<file path="src/rtl/syrk_src_pkg.sv">
// Shared definitions for the syrk input-stream stimulus source:
// LFSR constants, run-state encoding and the seed/step helpers.
package syrk_src_pkg;

    localparam logic [31:0] LFSR_POLY    = 32'hA3000000;
    localparam logic [31:0] GOLDEN_RATIO = 32'h9E3779B9;

    // Wide enough for WORDS up to 2^20 inclusive.
    localparam int unsigned REM_W = 21;

    typedef enum logic [1:0] {
        IDLE = 2'd0,
        RUN  = 2'd1,
        DONE = 2'd2
    } state_t;

    // One Galois step, right-shifting, taps folded in when bit 0 falls out.
    function automatic logic [31:0] lfsr_next(input logic [31:0] x);
        logic [31:0] shifted;
        shifted = {1'b0, x[31:1]};
        return x[0] ? (shifted ^ LFSR_POLY) : shifted;
    endfunction

    // Per-channel seed; an all-zero LFSR would lock up, so zero maps to one.
    function automatic logic [31:0] seed_of(input logic [31:0] base, input logic [31:0] idx);
        logic [31:0] s;
        s = base ^ (idx * GOLDEN_RATIO);
        return (s == 32'h00000000) ? 32'h00000001 : s;
    endfunction

endpackage

</file>
<file path="src/rtl/syrk_src_chan.sv">
// One ap_fifo read-side stream: LFSR data, remaining-word counter,
// optional one-cycle bubble after each accepted word.
module syrk_src_chan
    import syrk_src_pkg::*;
#(
    parameter int unsigned DATA_W  = 32,
    parameter int unsigned WORDS   = 1024,
    parameter logic [31:0] CH_SEED = 32'h00000001
) (
    input  logic              clk,
    input  logic              rst,
    input  logic              load,
    input  logic              gap_en,
    input  logic              read,
    output logic              accept,
    output logic              fin,
    output logic              empty_n,
    output logic [DATA_W-1:0] dout
);

    localparam int unsigned      CW       = (DATA_W < 32) ? DATA_W : 32;
    localparam logic [REM_W-1:0] REM_INIT = REM_W'(WORDS);
    localparam logic [REM_W-1:0] REM_ONE  = REM_W'(1'b1);
    localparam logic [REM_W-1:0] REM_ZERO = {REM_W{1'b0}};

    logic [31:0]       lfsr_r;
    logic [31:0]       lfsr_step_s;
    logic [REM_W-1:0]  rem_r;
    logic              bubble_r;
    logic              empty_n_r;
    logic [DATA_W-1:0] dout_r;

    // Narrow or zero-extend a 32-bit LFSR value to the channel word width.
    function automatic logic [DATA_W-1:0] to_word(input logic [31:0] x);
        return DATA_W'(x[CW-1:0]);
    endfunction

    assign lfsr_step_s = lfsr_next(lfsr_r);
    assign accept      = read & empty_n_r;
    // High when the remaining count will be zero after this cycle.
    assign fin         = (rem_r == REM_ZERO) || ((rem_r == REM_ONE) && accept);
    assign empty_n     = empty_n_r;
    assign dout        = dout_r;

    // Channel state: reload on run start, step/decrement on accept, clear bubbles.
    always_ff @(posedge clk or posedge rst) begin
        if (rst) begin
            lfsr_r    <= CH_SEED;
            rem_r     <= REM_ZERO;
            bubble_r  <= 1'b0;
            empty_n_r <= 1'b0;
            dout_r    <= {DATA_W{1'b0}};
        end else if (load) begin
            lfsr_r    <= CH_SEED;
            rem_r     <= REM_INIT;
            bubble_r  <= 1'b0;
            empty_n_r <= (REM_INIT != REM_ZERO);
            dout_r    <= to_word(CH_SEED);
        end else if (accept) begin
            lfsr_r    <= lfsr_step_s;
            rem_r     <= rem_r - REM_ONE;
            bubble_r  <= gap_en;
            empty_n_r <= (rem_r != REM_ONE) && !gap_en;
            dout_r    <= to_word(lfsr_step_s);
        end else begin
            lfsr_r    <= lfsr_r;
            rem_r     <= rem_r;
            bubble_r  <= 1'b0;
            // A bubble only ever hides a word that is still owed.
            empty_n_r <= bubble_r ? (rem_r != REM_ZERO) : empty_n_r;
            dout_r    <= dout_r;
        end
    end

endmodule

</file>
<file path="src/rtl/syrk_in_stream_src.sv">
// Pseudo-random stimulus source feeding the syrk kernel's ap_fifo inputs.
// Run control FSM, accepted-word counter and read-while-empty flag live
// here; each channel is an independent syrk_src_chan.
module syrk_in_stream_src
    import syrk_src_pkg::*;
#(
    parameter int unsigned DATA_W = 32,
    parameter int unsigned N_CH   = 8,
    parameter int unsigned WORDS  = 1024,
    parameter logic [31:0] SEED   = 32'h00000001
) (
    input  logic                     ap_clk,
    input  logic                     ap_rst,
    input  logic                     start,
    input  logic                     gap_en,
    output logic                     busy,
    output logic                     done,
    output logic                     rd_err,
    output logic [31:0]              words_sent,
    output logic [N_CH*DATA_W-1:0]   A_in_dout,
    output logic [N_CH-1:0]          A_in_empty_n,
    input  logic [N_CH-1:0]          A_in_read
);

    state_t      state_r;
    logic        busy_r;
    logic        done_r;
    logic        rd_err_r;
    logic [31:0] words_sent_r;

    logic            load_s;
    logic            all_fin_s;
    logic            bad_read_s;
    logic [N_CH-1:0] accept_s;
    logic [N_CH-1:0] fin_s;
    logic [32:0]     sum_s;
    logic [31:0]     words_next_s;

    assign load_s     = start && (state_r == IDLE);
    assign all_fin_s  = &fin_s;
    assign bad_read_s = |(A_in_read & ~A_in_empty_n);

    generate
        for (genvar i = 0; i < N_CH; i++) begin : g_chan
            syrk_src_chan #(
                .DATA_W  (DATA_W),
                .WORDS   (WORDS),
                .CH_SEED (seed_of(SEED, 32'(i)))
            ) u_chan (
                .clk     (ap_clk),
                .rst     (ap_rst),
                .load    (load_s),
                .gap_en  (gap_en),
                .read    (A_in_read[i]),
                .accept  (accept_s[i]),
                .fin     (fin_s[i]),
                .empty_n (A_in_empty_n[i]),
                .dout    (A_in_dout[i*DATA_W +: DATA_W])
            );
        end
    endgenerate

    // Add this cycle's accept count to the running total, clamping at all-ones.
    always_comb begin
        sum_s = {1'b0, words_sent_r};
        for (int i = 0; i < N_CH; i++) begin
            sum_s = sum_s + {32'h00000000, accept_s[i]};
        end
        if (sum_s[32]) begin
            words_next_s = 32'hFFFFFFFF;
        end else begin
            words_next_s = sum_s[31:0];
        end
    end

    // Run sequencing with registered busy/done; start only counts in IDLE.
    always_ff @(posedge ap_clk or posedge ap_rst) begin
        if (ap_rst) begin
            state_r <= IDLE;
            busy_r  <= 1'b0;
            done_r  <= 1'b0;
        end else begin
            case (state_r)
                IDLE: begin
                    done_r <= 1'b0;
                    if (start) begin
                        state_r <= RUN;
                        busy_r  <= 1'b1;
                    end else begin
                        state_r <= IDLE;
                        busy_r  <= 1'b0;
                    end
                end
                RUN: begin
                    if (all_fin_s) begin
                        state_r <= DONE;
                        busy_r  <= 1'b0;
                        done_r  <= 1'b1;
                    end else begin
                        state_r <= RUN;
                        busy_r  <= 1'b1;
                        done_r  <= 1'b0;
                    end
                end
                DONE: begin
                    state_r <= IDLE;
                    busy_r  <= 1'b0;
                    done_r  <= 1'b0;
                end
                default: begin
                    state_r <= IDLE;
                    busy_r  <= 1'b0;
                    done_r  <= 1'b0;
                end
            endcase
        end
    end

    // Accepted-word total, cleared when a run starts.
    always_ff @(posedge ap_clk or posedge ap_rst) begin
        if (ap_rst) begin
            words_sent_r <= 32'h00000000;
        end else if (load_s) begin
            words_sent_r <= 32'h00000000;
        end else begin
            words_sent_r <= words_next_s;
        end
    end

    // Sticky read-while-empty flag; a new run clears history but still sees this cycle.
    always_ff @(posedge ap_clk or posedge ap_rst) begin
        if (ap_rst) begin
            rd_err_r <= 1'b0;
        end else if (load_s) begin
            rd_err_r <= bad_read_s;
        end else begin
            rd_err_r <= rd_err_r | bad_read_s;
        end
    end

    assign busy       = busy_r;
    assign done       = done_r;
    assign rd_err     = rd_err_r;
    assign words_sent = words_sent_r;

endmodule

</file>
<file path="config.mk">
export PLATFORM = sky130hd
export DESIGN_NAME = syrk_in_stream_src
export DESIGN_NICKNAME = d
export VERILOG_FILES = /design/src/rtl/syrk_src_pkg.sv /design/src/rtl/syrk_src_chan.sv /design/src/rtl/syrk_in_stream_src.sv
export SDC_FILE = /design/constraint.sdc
export NUM_CORES = 1
export LEC_CHECK = 0
export CAP_MARGIN = 20
export CELL_PAD_IN_SITES_DETAIL_PLACEMENT = 0
export CELL_PAD_IN_SITES_GLOBAL_PLACEMENT = 2
export CORE_MARGIN = 2
export CORE_UTILIZATION = 32
export CTS_CLUSTER_DIAMETER = 50
export DETAILED_ROUTE_END_ITERATION = 8
export GPL_TIMING_DRIVEN = 0
export PLACE_DENSITY = 0.74
export SLEW_MARGIN = 30
export SYNTH_ARGS = -nofsm -noshare
export SYNTH_HDL_FRONTEND = slang
export SYNTH_HIERARCHICAL = 1
export SYNTH_SLANG_ARGS = --single-unit
export TNS_END_PERCENT = 10
</file>
<file path="constraint.sdc">
create_clock -name ap_clk -period 4 [get_ports ap_clk]
set_input_delay 0.4 -clock ap_clk [delete_from_list [all_inputs] [get_ports ap_clk]]
set_output_delay 0.4 -clock ap_clk [all_outputs]
set_load 0.02 [all_outputs]
</file>
# Word-level counts from Yosys, hierarchy flattened
# Index checks and enable logic that the tools add are counted.
# totals
register_bits	733
latch_bits	0
mem_bits_rw	0
romBits	0
out_inout_bits	299
wordCells	249
mem_count	0
# classes
addsub	16
n_mul	0
div	0
order_cmp	0
n_eq_ne	17
n_shift	0
muxes	91
bitwise_logic	19
n_reduce_logical	61
# op_table
op	count
$mux 32	26
$mux 21	16
$add 33x1->33	7
$eq 21x1->1 const B	8
$logic_not 21->1	8
$ne 21x1->1 const B	8
$reduce_bool 21->1	8
$sub 21x1->21 const B	8
$mux 1	46
$add 32x1->33	1
$not 3->4	8
$reduce_bool 3->1	8
$logic_and 1x1->1	17
$reduce_bool 2->1	8
$and 1x1->1	8
$and 8x8->8	1
$logic_or 1x1->1	8
$not 8->8	1
$reduce_and 8->1	1
$reduce_or 8->1	1
$pmux 2 s2	1
$eq 2x1->1 const B	1
$logic_not 2->1	1
$mux 2	1
3 further kinds	3

# Logic depth before layout (Yosys ltp)
# Gate-level depths: netlist (run 1).
# logic_depth
depth_word	11
ltp_mapped	17
ltp_nobuf	14

# Modules after synthesis
# Netlist (run 1), hierarchy kept.
# by_module_without_submodules
mod	n_inst	cells_each	area_per_inst_um2	seq_area_each_um2
syrk_src_chan (g_chan[4].u_chan)	1	345	3290.7	1901.8
syrk_src_chan (g_chan[2].u_chan)	1	345	3275.6	1901.8
syrk_src_chan (g_chan[1].u_chan)	1	340	3238.1	1875.5
syrk_src_chan (g_chan[6].u_chan)	1	340	3233.1	1849.3
syrk_src_chan (g_chan[3].u_chan)	1	330	3149.3	1823.0
syrk_src_chan (g_chan[5].u_chan)	1	334	3115.5	1717.9
syrk_src_chan (g_chan[7].u_chan)	1	325	3078.0	1691.6
syrk_src_chan (g_chan[0].u_chan)	1	303	2805.2	1402.6
syrk_in_stream_src	1	220	2174.6	875.8

# Worst setup path before layout (run 1)
# No wires, ideal clock.
# synth_path
path_kind	flip-flop to flip-flop
start	register g_chan[2].u_chan.empty_n_r
end	register words_sent_r[15] (netlist: words_sent[15])
arrival_ns	4.326
slack_ns	-0.404
stages_incl_launch_ff	18
synth_period_minus_slack_ns	4.404
path_cell_list	dfrtp_1 -> nand2_1 -> inv_2 -> clkbuf_1 -> fa_1 -> inv_1 -> fa_1 -> fa_1 -> fa_1 -> inv_1 -> fa_1 -> nand3_1 -> nand2_1 -> nand4_2 -> or3_1 -> buf_6 -> buf_8 -> a21oi_1
# synth_via
elab_chain_len	9
# synth_rtl
item	line	text
from (decl)	syrk_src_chan.sv:30	logic empty_n_r;
from (signal assigned)	syrk_src_chan.sv:57	empty_n_r <= (REM_INIT != REM_ZERO);
from (signal assigned)	syrk_src_chan.sv:63	empty_n_r <= (rem_r != REM_ONE) && !gap_en;
from (signal assigned)	syrk_src_chan.sv:70	empty_n_r <= bubble_r ? (rem_r != REM_ZERO) : empty_n_r;
$and 1x1->1	syrk_src_chan.sv:39	assign accept = read & empty_n_r;
named net accept_s[2]	syrk_in_stream_src.sv:34	logic [N_CH-1:0] accept_s;
$add 33x1->33 (6 in series)	syrk_in_stream_src.sv:67	sum_s = sum_s + {32'h00000000, accept_s[i]};
$mux 32	syrk_in_stream_src.sv:69	if (sum_s[32]) begin
$mux 32	syrk_in_stream_src.sv:123	end else if (load_s) begin
to (signal assigned)	syrk_in_stream_src.sv:126	words_sent_r <= words_next_s;
to (decl)	syrk_in_stream_src.sv:29	logic [31:0] words_sent_r;
# The timed path passes the listed nets, and every way through them passes these cells.
# A chain may end at the register's enable or synchronous reset.

# Final worst setup path (run 1)
# layout_path
start	register g_chan[2].u_chan.empty_n_r
end	register words_sent_r[26] (netlist: words_sent[26])
# Same word-level chain as after synthesis.

==> results of run 1 <==
[kinds of logic (layout without fill, tap and decap cells)]
| family | count (synthesis) | count (layout) | synth area share [%] |
|---|---|---|---|
| AO/OA/AOI/OAI | 532 | 532 | 11.00 |
| XOR/XNOR | 118 | 118 | 3.777 |
| adder cells (fa/ha/maj) | 35 | 35 | 1.738 |
| buffers and inverters | 347 | 841 | 6.846 |
| flip-flops | 595 | 595 | 54.97 |
| multiplexers | 10 | 10 | 0.4070 |
| AND/OR/NAND/NOR | 1245 | 1245 | 21.26 |
[path summary, 6_finish.rpt]
kind	start	endpoint	slack, ns	cells after the start
setup / recovery	g_chan[2].u_chan/empty_n$_DFFE_PP0P_	words_sent[26]$_DFF_PP0_	-0.07	15
hold / removal	ap_rst	g_chan[4].u_chan/rem_r[19]$_DFFE_PP0P_	0.06	2
setup reg to reg	g_chan[2].u_chan/empty_n$_DFFE_PP0P_	words_sent[26]$_DFF_PP0_	-0.07	15
hold reg to reg	g_chan[5].u_chan/lfsr_r[3]$_DFFE_PP1P_	g_chan[5].u_chan/lfsr_r[3]$_DFFE_PP1P_	0.45	2
max in group asynchronous	ap_rst	g_chan[3].u_chan/lfsr_r[8]$_DFFE_PP1P_	3.13	3
min in group ap_clk	gap_en	g_chan[2].u_chan/bubble_r$_DFF_PP0_	0.25	2
[what timing repair did]
action / 4_1_cts / 5_1_grt
gates resized for setup: 29 / 24
endpoints found under the hold margin: 0 / 0
pin swaps: 8 / 9
endpoints found under the setup margin: 32 / 31
buffers inserted: 14 / 0
[cell type report]
| cell class | count | area, sq um | share of cell area [%] |
|---|---|---|---|
| Buffer | 280 | 1628 | 4.596 |
| Clock buffer | 119 | 2491 | 7.034 |
| Clock inverter | 47 | 485.5 | 1.371 |
| Inverter | 61 | 276.5 | 0.7807 |
| Multi-Input combinational cell | 1940 | 10620 | 29.99 |
| Sequential cell | 595 | 15040 | 42.48 |
| Tap cell | 1144 | 1431 | 4.041 |
| Timing Repair Buffer | 334 | 3438 | 9.708 |
[power groups by stage]
stage                     registers (mW)  clock network (mW)  logic [mW]
after floorplan                     10.8                   0        5.56
after global placement              10.5                   0        9.79
after detailed placement            10.6                   0        9.94
after CTS                           10.6                7.95        10.1
after global routing                10.9                8.23        11.1
final                               10.5                7.71        10.1
[cells in the final DEF (no fill, tap or decap), types with 24 or more instances in the layout]
cell type / count
a21oi_1: 331
buf_4: 151
clkbuf_1: 124
clkbuf_16: 90
clkdlybuf4s50_1: 307
dfrtp_1: 471
dfstp_2: 120
ha_1: 30
inv_1: 44
nand2_1: 725
nand3_1: 33
nand4_1: 24
nor2_1: 179
nor3_1: 25
nor4_1: 34
o21ai_0: 55
o31ai_1: 33
or3_1: 40
or4_1: 39
xnor2_1: 49
xor2_1: 69
[Yosys cell counts, drive strengths merged, types with 9 or more instances]
library cell	instances
nand4	28
or4	47
buf	169
nand2	730
o21bai	21
xor2	69
nor2	183
dfrtp	475
or3	51
nand2b	20
inv	59
nor3b	12
ha	30
nand3	34
nor4	40
o21ai	56
mux2	9
nor2b	17
a21oi	350
nor3	29
a211oi	23
dfstp	120
o31ai	33
o2111ai	9
xnor2	49
clkbuf	115
[worst register-to-register path, delay by kind of cell (launching register included)]
kind,cells,cell delay [ns]
AO/OA/AOI/OAI,1,0.17
adder cells (fa/ha/maj),5,2.30
buffers and inverters,4,0.34
flip-flops,1,0.42
AND/OR/NAND/NOR,5,0.74
[state kept, by name, indices dropped and copies added (netlist names)]
name and cells:
g_chan.u_chan/bubble_r 8, g_chan.u_chan/rem_r 168, state_r 1, g_chan.u_chan/empty_n 8
done 1, rd_err 1, g_chan.u_chan/lfsr_r 256, g_chan.u_chan/dout 120
words_sent 32
[layer usage]
layer | wire length, um | global-route usage (%)
met5 | 16 | 0
met4 | 1399 | 4.743
met3 | 4248 | 3.967
met2 | 36500 | 28.63
met1 | 37190 | 25.00
==> impl_metrics.json, run 1 <==
{
  "status": "complete, but fails checks",
  "violations": "negative setup slack",
  "nets": 3348,
  "grt_overflow_total": 0,
  "avgSynthCellArea_sq_um": 9.493,
  "drc": 0,
  "pwr-share-seq_pct": 37.2,
  "path_delay_family": "adder cells",
  "synth_top_cell_by_area": "dfrtp_1",
  "switchingPower_mw": 10.23,
  "p_total_mw": 28.31,
  "critPathBufInv": 4,
  "synthDistinctLibCells": 84,
  "antenna_found_initial": 1,
  "async_reset_ff_share_pct": 100.0,
  "ant_nets": 0,
  "synth_top_area_share_pct": 43.44,
  "synth_cells": 2882,
  "cap_violations": 0,
  "grt_pass1_vias": 22090,
  "intPower_mw": 18.08,
  "setup_viol": 28,
  "wl_per_cell_um": 17.56,
  "rsz0062_at_grt": "true",
  "placed_cells": 4346,
  "boundaryPins": 311,
  "final_cell_area_sq_um": 35420,
  "dr_total_vias": 21770,
  "utilization_pct": 41.66,
  "cts_buffers": 89,
  "path_clk_slew_ns": 0.06,
  "syn-cell-area_sq_um": 27360,
  "clkPwrFrac_pct": 27.2,
  "place_ws_ns": -1.344,
  "grt_pass1_wl_um": 126100,
  "drive_gt1_share_pct": 16.56,
  "synthesis.nets": 2929,
  "io_buffers": 310,
  "start_kind": "flop",
  "drtPass1Iterations": 5,
  "finalCriticalPeriod_ns": 4.067,
  "relSlewSlack_pct": 45.68,
  "worstSkewPairLatency_ns": 0.63,
  "dpl.hpwl_um": 56220,
  "hold_slack_ns": 0.06093,
  "setup_ws_ns": -0.06669,
  "cts_tree": "done",
  "die_area_sq_um": 87860,
  "netlist_top_cells_area": "dfrtp_1 (43%), dfstp_2 (12%), nand2_1 (10%), a21oi_1 (6.4%), buf_4 (3.7%)",
  "path_class": "reg -> reg",
  "cts-root-buf": "clkbuf_16",
  "cp.required_ns": 4.54,
  "power_density_nw_per_um2": 799.3,
  "htree_levels": 3,
  "synth_edf_count": 0,
  "ys_warn_count": 6,
  "wirelength_um": 79360,
  "core_sq_um": 85010,
  "min_path_type": "in -> async",
  "diodes": 0,
  "maxSlewViolCount": 0,
  "finalClockSkew_ns": 0.02119,
  "worst_path_max_delay_cell": "fa_2",
  "worstPathArrival_ns": 4.60,
  "cts.sinks": 595,
  "max-clock-path-buffers": 3,
  "dpl_cell_area_sq_um": 32200,
  "ys_seq_area_share_pct": 54.97,
  "tns_ns": -0.9002,
  "die_y_um": 296.4,
  "vias_per_cell": 4.816,
  "swShare_pct": 36.14,
  "worstMarginPinSlew_ns": 0.8148,
  "cpMostUsedCell": "fa_2",
  "initial_core_util_pct": 32.18,
  "critPathMaxFanout": 3,
  "grt_max_degree": 68,
  "combPwrFrac_pct": 35.5,
  "ys_seq_elements": 595,
  "synth_top_flop_cell": "dfrtp_1",
  "syn_to_final_growth_pct": 29.45,
  "period_share_pct": 101.7,
  "vdd_drop_max_v": 0.0004054,
  "grt_usage_pct": 18.07,
  "core.rowCount": 107,
  "hold_viol_final": 0,
  "cp-end-kind": "flop",
  "final.fill_count": 8367,
  "hold_buffers": 0,
  "max_clock_freq_ghz": 0.2459,
  "crit_chain": "nand2_4 > inv_8 > fa_2 > inv_2 > fa_1 > fa_2 > fa_2 > inv_2 > fa_2 > nand3_4 > nand2_4 > nand4_4 > buf_4 > or3_2 > a31oi_1",
  "drt_iter0_markers": 1241,
  "instances_no_fill": 4520,
  "die_w_um": 296.4,
  "max_stage_delay_ns": 0.64,
  "p_leak_nw": 15.63,
  "gp_congestion": 0.7799
}
(Power assumes the default switching activity.)
==> run 2, diff against run 1 <==
- GPL_TIMING_DRIVEN: 0 -> default
==> impl_metrics.json, run 2 (synthesis results as in run 1) <==
{
  "pwr-share-seq_pct": 38.3,
  "grt_max_degree": 104,
  "grt_usage_pct": 16.13,
  "io_buffers": 310,
  "dpl.hpwl_um": 45840,
  "final.fill_count": 8340,
  "die_w_um": 296.4,
  "crit_chain": "nand2_4 > inv_2 > fa_1 > inv_1 > fa_1 > fa_1 > fa_2 > inv_1 > fa_2 > nand3_2 > nand2_4 > nand4_2 > or3_1 > buf_6 > a21oi_1",
  "syn_to_final_growth_pct": 24.12,
  "p_total_mw": 27.58,
  "placed_cells": 4100,
  "wl_met2_um": 31980,
  "cts_buffers": 92,
  "die_area_sq_um": 87860,
  "cpMostUsedCell": "fa_1",
  "cp.required_ns": 4.55,
  "die_y_um": 296.4,
  "path_class": "reg -> reg",
  "nets": 3098,
  "dpl_cell_area_sq_um": 30770,
  "worstMarginPinSlew_ns": 0.7330,
  "dr_total_vias": 20820,
  "max_clock_freq_ghz": 0.2628,
  "top_layer": "met5",
  "setup_viol": 0,
  "final_cell_area_sq_um": 33960,
  "finalCriticalPeriod_ns": 3.805,
  "cap_violations": 0,
  "grt_pass1_vias": 20720,
  "rsz0062_at_grt": "false",
  "maxSlewViolCount": 0,
  "drive_gt1_share_pct": 13.32,
  "cts_tree": "done",
  "cts_setup_buffers": 0,
  "diodes": 0,
  "vdd_drop_max_v": 0.0003418,
  "core.rowCount": 107,
  "clkPwrFrac_pct": 29.6,
  "htree_levels": 3,
  "antenna_found_initial": 1,
  "critPathBufInv": 4,
  "wirelength_um": 71480,
  "largest_reg_flops": 256,
  "relSlewSlack_pct": 51.03,
  "boundaryPins": 311,
  "cts.sinks": 595,
  "final_common_cell": "nand2_1",
  "met3_length_um": 4928,
  "finalClockSkew_ns": 0.03660,
  "wl_per_cell_um": 16.72,
  "ant_nets": 0,
  "cp-end-kind": "flop",
  "drt-met1-wl_um": 32800,
  "vias_per_cell": 4.872,
  "drt_iter0_markers": 1328,
  "initial_core_util_pct": 32.18,
  "worst_path_max_delay_cell": "fa_1",
  "switchingPower_mw": 9.918,
  "instances_no_fill": 4274,
  "hold_viol_final": 0,
  "max-clock-path-buffers": 3,
  "drtPass1Iterations": 5,
  "combPwrFrac_pct": 32.1,
  "ff2ff_setup_slack_ns": 0.20,
  "final_cell_mix": "nand2_1 (723), dfrtp_1 (473), a21oi_1 (349)",
  "path_clk_slew_ns": 0.06,
  "grt_pass1_wl_um": 115100,
  "critPathMaxFanout": 20,
  "p_leak_nw": 14.91,
  "core_sq_um": 85010,
  "swShare_pct": 35.96,
  "status": "completed",
  "power_density_nw_per_um2": 812.3,
  "start_kind": "flop",
  "regMostFlops": "g_chan.u_chan/lfsr_r",
  "cts-root-buf": "clkbuf_16",
  "intPower_mw": 17.67,
  "period_share_pct": 95.12,
  "grt_overflow_total": 0,
  "worstSkewPairLatency_ns": 0.64,
  "utilization_pct": 39.95,
  "max_stage_delay_ns": 0.51,
  "gp_congestion": 0.7616,
  "drc": 0,
  "worstPathArrival_ns": 4.36,
  "path_delay_family": "adder cells",
  "min_path_type": "in -> reg"
}
run 2: worst paths after layout:
| kind | start | end | cells after the start |
|---|---|---|---|
| hold reg to reg | g_chan[6].u_chan/lfsr_r[4]$_DFFE_PP1P_ | g_chan[6].u_chan/lfsr_r[4]$_DFFE_PP1P_ | 2 |
| max in group asynchronous | ap_rst | g_chan[5].u_chan/lfsr_r[18]$_DFFE_PP1P_ | 4 |
| setup / recovery | g_chan[0].u_chan/empty_n$_DFFE_PP0P_ | words_sent[20]$_DFF_PP0_ | 15 |
| min in group asynchronous | ap_rst | state_r[0]$_DFF_PP0_ | 3 |
| setup reg to reg | g_chan[0].u_chan/empty_n$_DFFE_PP0P_ | words_sent[20]$_DFF_PP0_ | 15 |
| hold / removal | gap_en | g_chan[7].u_chan/bubble_r$_DFF_PP0_ | 2 |
run 2: timing repair:
item	in CTS	in global routing
endpoints found under the hold margin	3	0
resized for setup	0	1
hold buffers	1	0
endpoints found under the setup margin	0	2
run 2: stage by stage:
stage | hold slack (ns) | setup TNS, ns | setup slack (ns)
2_1_floorplan | 0.4393 | 0 | 0.007903
3_3_place_gp | 0.4458 | -8.320 | -0.2971
3_5_place_dp | 0.4481 | -8.798 | -0.3335
4_1_cts | 0.2882 | 0 | 0.1353
5_1_grt | 0.3197 | 0 | 0.006367
6_report | 0.3458 | 0 | 0.1951
run 2: layer usage:
| layer | vias to the layer above | track usage [%] |
|---|---|---|
| li1 | 9986 | - |
| met1 | 10310 | 22.00 |
| met2 | 420 | 24.40 |
| met3 | 106 | 4.782 |
| met4 | 2 | 5.457 |
| met5 | - | 0 |
run 2: layout make-up:
cell class / count / area [sq um] / share of cell area, %
flip-flops and latches: 595 / 15040 / 44.29
repair buffers: 361 / 3593 / 10.58
inverters: 61 / 231.5 / 0.6816
clock buffers: 115 / 2500 / 7.362
multi-input cells: 1940 / 10490 / 30.90
clock inverters: 58 / 666.9 / 1.964
well taps: 1144 / 1431 / 4.215
run 2: power groups by stage:
| stage | sequential [mW] | clock (mW) | combinational (mW) |
|---|---|---|---|
| after floorplan | 10.8 | 0 | 5.56 |
| after global routing | 10.9 | 8.74 | 9.81 |
| final | 10.6 | 8.16 | 8.85 |
| after CTS | 10.6 | 8.48 | 8.98 |
| after detailed placement | 10.7 | 0 | 8.93 |
| after global placement | 10.6 | 0 | 8.82 |
==> run 3, diff against run 2 <==
- CTS_CLUSTER_SIZE: default -> 16
- SLEW_MARGIN: 30 -> default
- TNS_END_PERCENT: 10 -> default
==> impl_metrics.json, run 3 (synthesis results as in run 1) <==
{
  "status": "completed",
  "finalCriticalPeriod_ns": 3.858,
  "wl_per_cell_um": 16.73,
  "cts_setup_buffers": 0,
  "final_cell_mix": "nand2_1 (723), dfrtp_1 (473), a21oi_1 (349)",
  "wl_met2_um": 32170,
  "tns_ns": 0,
  "ant_nets": 0,
  "initial_core_util_pct": 32.18,
  "cpMostUsedCell": "fa_1",
  "critPathMaxFanout": 8,
  "cts-resized-gates": 0,
  "setup_viol": 0,
  "crit_chain": "nand2_4 > inv_2 > fa_1 > inv_1 > fa_1 > fa_1 > fa_2 > inv_1 > fa_2 > nand3_2 > nand2_4 > nand4_2 > or3_4 > buf_4 > a31oi_1",
  "die_area_sq_um": 87860,
  "max_stage_delay_ns": 0.53,
  "rsz0062_at_grt": "true",
  "max_clock_freq_ghz": 0.2592,
  "power_density_nw_per_um2": 814.4,
  "path_class": "reg -> reg",
  "relSlewSlack_pct": 31.67,
  "p_leak_nw": 14.89,
  "met3_length_um": 4423,
  "finalClockSkew_ns": 0.04227,
  "grt_pass1_vias": 20550,
  "instances_no_fill": 4264,
  "worstMarginPinSlew_ns": 1.022,
  "top_layer": "met5",
  "vias_per_cell": 4.836,
  "drt-met1-wl_um": 33390,
  "start_kind": "flop",
  "vdd_drop_max_v": 0.0004114,
  "antenna_found_initial": 1,
  "combPwrFrac_pct": 32.0,
  "regMostFlops": "g_chan.u_chan/lfsr_r",
  "cts_buffers": 87,
  "drc": 0,
  "grt_usage_pct": 16.15,
  "multi_input_area_sq_um": 10500,
  "maxSlewViolCount": 0,
  "path_clk_slew_ns": 0.06,
  "placed_cells": 4100,
  "nets": 3092,
  "final_common_cell": "nand2_1",
  "grt_overflow_total": 0,
  "htree_levels": 3,
  "worstPathArrival_ns": 4.41,
  "seqCellArea_sq_um": 15040,
  "wirelength_um": 71330,
  "worst_path_max_delay_cell": "fa_1",
  "core_sq_um": 85010,
  "cts.sinks": 595,
  "hold_viol_final": 0,
  "clkPwrFrac_pct": 29.8,
  "grt_max_degree": 104,
  "swShare_pct": 36.22,
  "switchingPower_mw": 10.02,
  "core.rowCount": 107,
  "io_buffers": 310,
  "cp-end-kind": "flop",
  "cts-root-buf": "clkbuf_16",
  "setup_ws_ns": 0.1415,
  "intPower_mw": 17.64,
  "drtPass1Iterations": 5,
  "final.fill_count": 8297,
  "dpl.hpwl_um": 45860,
  "die_w_um": 296.4,
  "grt_pass1_wl_um": 115300,
  "cp.required_ns": 4.56,
  "pwr-share-seq_pct": 38.2,
  "min_path_type": "reg -> reg",
  "hold_buffers": 0,
  "gp_congestion": 0.7616,
  "drt_iter0_markers": 1321,
  "period_share_pct": 96.46,
  "place_ws_ns": -0.3679,
  "diodes": 0,
  "cts_tree": "done",
  "largest_reg_flops": 256,
  "cap_violations": 0,
  "syn_to_final_growth_pct": 24.10,
  "max-clock-path-buffers": 3,
  "worstSkewPairLatency_ns": 0.65,
  "die_y_um": 296.4,
  "drive_gt1_share_pct": 13.21,
  "dr_total_vias": 20620,
  "hold_slack_ns": 0.4551,
  "boundaryPins": 311
}
run 3: final cells by class:
| class | instances | area share, % |
|---|---|---|
| clock inverters | 61 | 2.506 |
| well taps | 1144 | 4.216 |
| repair buffers | 360 | 10.55 |
| flip-flops and latches | 595 | 44.30 |
| multi-input cells | 1940 | 30.92 |
| clock buffers | 103 | 6.825 |
| inverters | 61 | 0.6817 |
run 3: metrics by stage:
step / util [%] / total power, mW / instance area, sq um
after CTS: 39.93 / 28.09 / 33950
after global placement: 36.20 / 19.39 / 30780
after floorplan: - / 16.35 / 27400
after detailed placement: 36.20 / 19.59 / 30780
final: 39.94 / 27.65 / 33950
after global routing: 39.94 / 29.54 / 33950
run 3: worst paths after layout:
check	from	to	slack, ns	depth (start not counted)
setup / recovery	g_chan[0].u_chan/empty_n$_DFFE_PP0P_	words_sent[29]$_DFF_PP0_	0.14	15
hold / removal	g_chan[3].u_chan/lfsr_r[3]$_DFFE_PP1P_	g_chan[3].u_chan/lfsr_r[3]$_DFFE_PP1P_	0.46	2
setup reg to reg	g_chan[0].u_chan/empty_n$_DFFE_PP0P_	words_sent[29]$_DFF_PP0_	0.14	15
hold reg to reg	g_chan[3].u_chan/lfsr_r[3]$_DFFE_PP1P_	g_chan[3].u_chan/lfsr_r[3]$_DFFE_PP1P_	0.46	2
max in group asynchronous	ap_rst	g_chan[6].u_chan/dout[4]$_DFFE_PP0P_	2.30	3
min in group asynchronous	ap_rst	state_r[0]$_DFF_PP0_	0.74	2
run 3: per-layer routing:
metal,track usage (%),vias up
met3,4.341,93
met5,0,-
met2,24.61,383
li1,-,9935
met4,4.718,2
met1,22.43,10210
run 3: power by group through the flow:
stage	combinational (mW)	clock (mW)	sequential (mW)
after floorplan	5.56	0	10.8
after global placement	8.82	0	10.6
after detailed placement	8.93	0	10.7
after CTS	8.98	8.51	10.6
after global routing	9.81	8.79	10.9
final	8.85	8.23	10.6
run 3: worst max-delay path: cells and delay by family, from the launching register on:
family	cells	cell delay [ns]
buf+inv	4	0.39
simple gates	5	0.74
fa+ha+maj	5	2.06
compound gates	1	0.17
flops	1	0.42
